## config.mk

```make
export PLATFORM = sky130hd
export DESIGN_NAME = fifo_wr_arbiter
export DESIGN_NICKNAME = d
export VERILOG_FILES = /design/src/rtl/fifo_wr_arbiter.sv
export SDC_FILE = /design/constraint.sdc
export NUM_CORES = 1
export LEC_CHECK = 0
export BUFFER_PORTS_ARGS = -buffer_cell sky130_fd_sc_hd__buf_4
export CAP_MARGIN = 20
export CORE_MARGIN = 3
export CORE_UTILIZATION = 39
export CTS_CLUSTER_DIAMETER = 120
export DETAILED_ROUTE_END_ITERATION = 8
export PLACE_DENSITY = 0.77
export SETUP_SLACK_MARGIN = 0.1
export SLEW_MARGIN = 30
export SYNTH_ARGS = -nofsm -noshare
export SYNTH_HDL_FRONTEND = slang
export SYNTH_SLANG_ARGS = --single-unit
```

## constraint.sdc

```tcl
create_clock -name clk -period 1.64 [get_ports clk]
set_clock_uncertainty 0.05 [all_clocks]
set_input_delay 0.328 -clock clk [delete_from_list [all_inputs] [get_ports clk]]
set_output_delay 0.328 -clock clk [all_outputs]
set_load 0.05 [all_outputs]
```

## src/rtl/fifo_wr_arbiter.sv

```systemverilog
// Two-requester write arbiter in front of a FIFO. Grants one requester at a
// time for a burst of up to MAX_BURST words, alternating priority between
// bursts. Words pass straight through; nothing is buffered here.
module fifo_wr_arbiter #(
    parameter int unsigned DATA_WIDTH = 8,
    parameter int unsigned MAX_BURST  = 4
) (
    input  logic                  clk,
    input  logic                  reset,
    input  logic [1:0]            req,
    input  logic [1:0]            last,
    input  logic [DATA_WIDTH-1:0] data0,
    input  logic [DATA_WIDTH-1:0] data1,
    input  logic                  full,
    output logic [1:0]            gnt,
    output logic [1:0]            ack,
    output logic                  wr,
    output logic [DATA_WIDTH-1:0] w_data,
    output logic                  busy
);

    localparam logic [3:0] MaxBurstW = 4'(MAX_BURST);

    typedef enum logic {StIdle, StGrant} state_e;

    state_e     state_q, state_d;
    logic [1:0] gnt_q, gnt_d;
    logic       prio_q, prio_d;
    logic [3:0] cnt_q, cnt_d;

    logic       g;       // granted index, valid in StGrant
    logic       xfer;    // a word is written this cycle
    logic [3:0] cnt_inc;

    assign g       = gnt_q[1];
    assign xfer    = (state_q == StGrant) && req[g] && !full && !reset;
    assign cnt_inc = cnt_q + 4'd1;

    // State and datapath registers with synchronous reset
    always_ff @(posedge clk) begin
        if (reset) begin
            state_q <= StIdle;
            gnt_q   <= 2'b00;
            prio_q  <= 1'b0;
            cnt_q   <= 4'd0;
        end else begin
            state_q <= state_d;
            gnt_q   <= gnt_d;
            prio_q  <= prio_d;
            cnt_q   <= cnt_d;
        end
    end

    // Next-state: arbitration in idle, burst accounting while granted
    always_comb begin
        state_d = state_q;
        gnt_d   = gnt_q;
        prio_d  = prio_q;
        cnt_d   = cnt_q;
        unique case (state_q)
            StIdle: begin
                gnt_d = 2'b00;
                if (req != 2'b00) begin
                    state_d = StGrant;
                    cnt_d   = 4'd0;
                    if (req == 2'b11) gnt_d = prio_q ? 2'b10 : 2'b01;
                    else              gnt_d = req;
                end
            end
            StGrant: begin
                if (!req[g]) begin
                    // Withdrawal ends the burst without a write
                    state_d = StIdle;
                    gnt_d   = 2'b00;
                    prio_d  = ~g;
                end else if (!full) begin
                    cnt_d = cnt_inc;
                    if (last[g] || (cnt_inc == MaxBurstW)) begin
                        state_d = StIdle;
                        gnt_d   = 2'b00;
                        prio_d  = ~g;
                    end
                end
                // full stalls: everything held
            end
            default: begin
                state_d = StIdle;
                gnt_d   = 2'b00;
            end
        endcase
    end

    // Outputs: combinational from registered grant, forced quiet during reset
    always_comb begin
        wr     = xfer;
        ack    = xfer ? gnt_q : 2'b00;
        busy   = (state_q == StGrant) && !reset;
        gnt    = reset ? 2'b00 : gnt_q;
        w_data = '0;
        if ((state_q == StGrant) && !reset) begin
            w_data = g ? data1 : data0;
        end
    end

endmodule

```

==> impl_metrics.tcl <==
set metrics [dict create \
    status "finished, violations left" \
    violations "setup timing" \
    start_util_pct 43.3 \
    clkPwrFrac_pct 25.5 \
    worst_pin_slew_ns 0.291 \
    dp_hpwl_mm 1.64 \
    yosysWarnings 0 \
    num-nets-final 152 \
    maxSlewHeadroom_pct 80.5 \
    drt_iter0_markers 7 \
    rsz0062_at_grt "true" \
    synth_flop_cell "dfxtp_1" \
    p_total_w 0.000613 \
    min_period_ns 1.66 \
    postLayoutSetupSlackWorst_ns -0.0235 \
    worstPathRequired_ns 1.26 \
    final_cell_mix "buf_4 (34), nor2_1 (12), buf_6 (10)" \
    combPwrFrac_pct 39.9 \
    n_antenna_cell 0 \
    ir_worst_vdd_v 0.000495 \
    path_class "flop to output pin" \
    grt_pass1_vias 766 \
    critical_path_arrival_ns 1.29 \
    grt_pass1_wl_mm 3.48 \
    ios 37 \
    syn_avg_cell_area_um2 8.63 \
    netlist-cell-type-count 33 \
    fp-row-count 14 \
    slew_violations 0 \
    portBuffers 36 \
    synth-seq-cells 8 \
    finalHoldViolCount 0 \
    globalRoute.totalOverflow 0 \
    die_area_um2 2290 \
    remaining_drc_errors 0 \
    drive_gt1_share_pct 60.8 \
    cts_sinks 8 \
    die_w_um 47.8 \
    cap_viol_max_count 0 \
    vias_per_cell 5.57 \
    cts_buffer_depth 2 \
    cts_tree "yes" \
    total_leakage_power_nw 0.506 \
    cts_root_buf "clkbuf_4" \
    synth-edff-count 0 \
    timing.final.crit_share_pct 101 \
    final_area_um2 1200 \
    wl_mm 2.37 \
    synth_area_um2 682 \
    drt_first_pass_iters 4 \
    start_kind "flop" \
    coreArea_um2 1580 \
    gp_congestion 0.766 \
    num_vias 785 \
    cts_made_buffers 3 \
    ys_seq_area_share_pct 23.5 \
    finalCoreUtilization_pct 76.3 \
    r2r_slack_ns 0.02 \
    clk-insertion-delay-late_ns 0.26 \
    wl_per_cell_um 16.8 \
    dp_cells 134 \
    placedInstanceArea_um2 1020 \
    p_per_area_nw_per_um2 510 \
    synth_cells 79 \
    async_flop_share_pct 0 \
    seqPwrFrac_pct 34.6 \
    cp_max_fo 5 \
    fin_cells 141 \
    hold_buffers 0 \
    layout_commonest_cell "buf_4" \
    antenna_found_initial 0 \
    clk_pin_slew_ns 0.05 \
    syn_nets 104 \
    p_sw_share_pct 34.2 \
    die_y_um 47.8 \
    antenna_left 0 \
    areaGrowthSynthToFinish_pct 76.5 \
    internal_power_w 0.000404 \
    holdCritPathClass "input port to flop" \
    grt_use_total_pct 22.0 \
    grt_max_degree 10 \
    fmaxAchievable_ghz 0.601 \
    crit_path_end_kind "output pin" \
    power_switching_w 0.000210 \
    h-tree-depth 1 \
    fillCellCount 102 \
    setup_viol 2 \
]
==> power groups by stage <==
| stage | logic, W | registers (W) | clock network [W] |
|---|---|---|---|
| after global routing | 0.000258 | 0.000214 | 0.000170 |
| after floorplan | 0.000137 | 0.000215 | 0 |
| final | 0.000245 | 0.000212 | 0.000156 |
| after global placement | 0.000215 | 0.000217 | 0 |
| after detailed placement | 0.000219 | 0.000218 | 0 |
| after CTS | 0.000232 | 0.000213 | 0.000153 |
==> worst paths after layout <==
| kind | cells past startpoint | from | to |
|---|---|---|---|
| hold reg to reg | 2 | prio_q$_SDFFE_PP0P_ | gnt_q[0]$_SDFFE_PP0P_ |
| setup / recovery | 3 | gnt_q[1]$_SDFFE_PP0P_ | ack[1] |
| setup reg to reg | 5 | cnt_q[0]$_SDFFE_PP0P_ | prio_q$_SDFFE_PP0P_ |
| hold / removal | 2 | req[1] | gnt_q[1]$_SDFFE_PP0P_ |
==> layout make-up <==
| cell class | count | area [um^2] | area share, % |
|---|---|---|---|
| well taps | 16 | 20.0 | 1.66 |
| repair buffers | 46 | 398 | 33.1 |
| flip-flops and latches | 8 | 175 | 14.6 |
| inverters | 3 | 11.3 | 0.936 |
| multi-input cells | 65 | 577 | 47.9 |
| clock buffers | 3 | 22.5 | 1.87 |
==> sequential cells by signal, indices dropped and copies added (netlist names) <==
name     cells
cnt_q        4
gnt_q        2
prio_q       1
state_q      1
==> Yosys cell counts, types with 2 or more instances <==
master,number,area share (%)
o21ba_2,2,2.9
nor2_1,12,6.6
ha_1,2,3.7
and3_1,3,2.8
mux2i_1,9,13
dfxtp_1,8,23
inv_1,3,1.7
nor2b_1,5,4.6
buf_6,2,3.3
a21oi_2,2,2.6
nand2_1,3,1.7
a21oi_1,4,2.9
a32o_1,2,2.9
nand2b_1,3,2.8
==> stage by stage <==
step	setup TNS, ns	hold slack, ns	worst slack (ns)
global route	-0.176	0.312	-0.0684
floorplan	-0.352	0.432	-0.0397
detailed placement	0	0.477	0.0346
CTS	-0.0121	0.312	-0.00933
finish	-0.0335	0.303	-0.0235
global placement	0	0.470	0.0896
==> repair_timing <==
| item | in CTS | in global routing |
|---|---|---|
| pin swaps | 3 | 3 |
| gates cloned | 0 | 0 |
| setup buffers | 4 | 0 |
| resized for setup | 17 | 16 |
| endpoints found under the setup margin | 16 | 17 |
==> worst max-delay path: stages, from the launching register on <==
cell     delay [ns]
dfxtp_4        0.37
mux2_4         0.32
and3_4         0.19
buf_8          0.14
==> cell families (layout without fill, tap and decap cells) <==
group | Yosys count | after routing | share of synthesized area (%)
compound gates | 17 | 17 | 19.8
fa+ha+maj | 2 | 2 | 3.67
buf+inv | 6 | 52 | 5.50
flops | 8 | 8 | 23.5
mux | 11 | 11 | 17.1
simple gates | 35 | 35 | 30.5
==> metal layers <==
layer  routed length, um  vias to the layer above  part of all wire (%)  GRT usage (%)
met1                 978                      380                    41           27.7
met3                  97                        9                   4.1           6.02
li1                    -                      378                     -              -
met2                1260                       18                    53           35.9
met5                   0                        -                     0              0
met4                  41                        0                   1.7           7.53
Note: power is estimated with default switching activity, not from simulation.
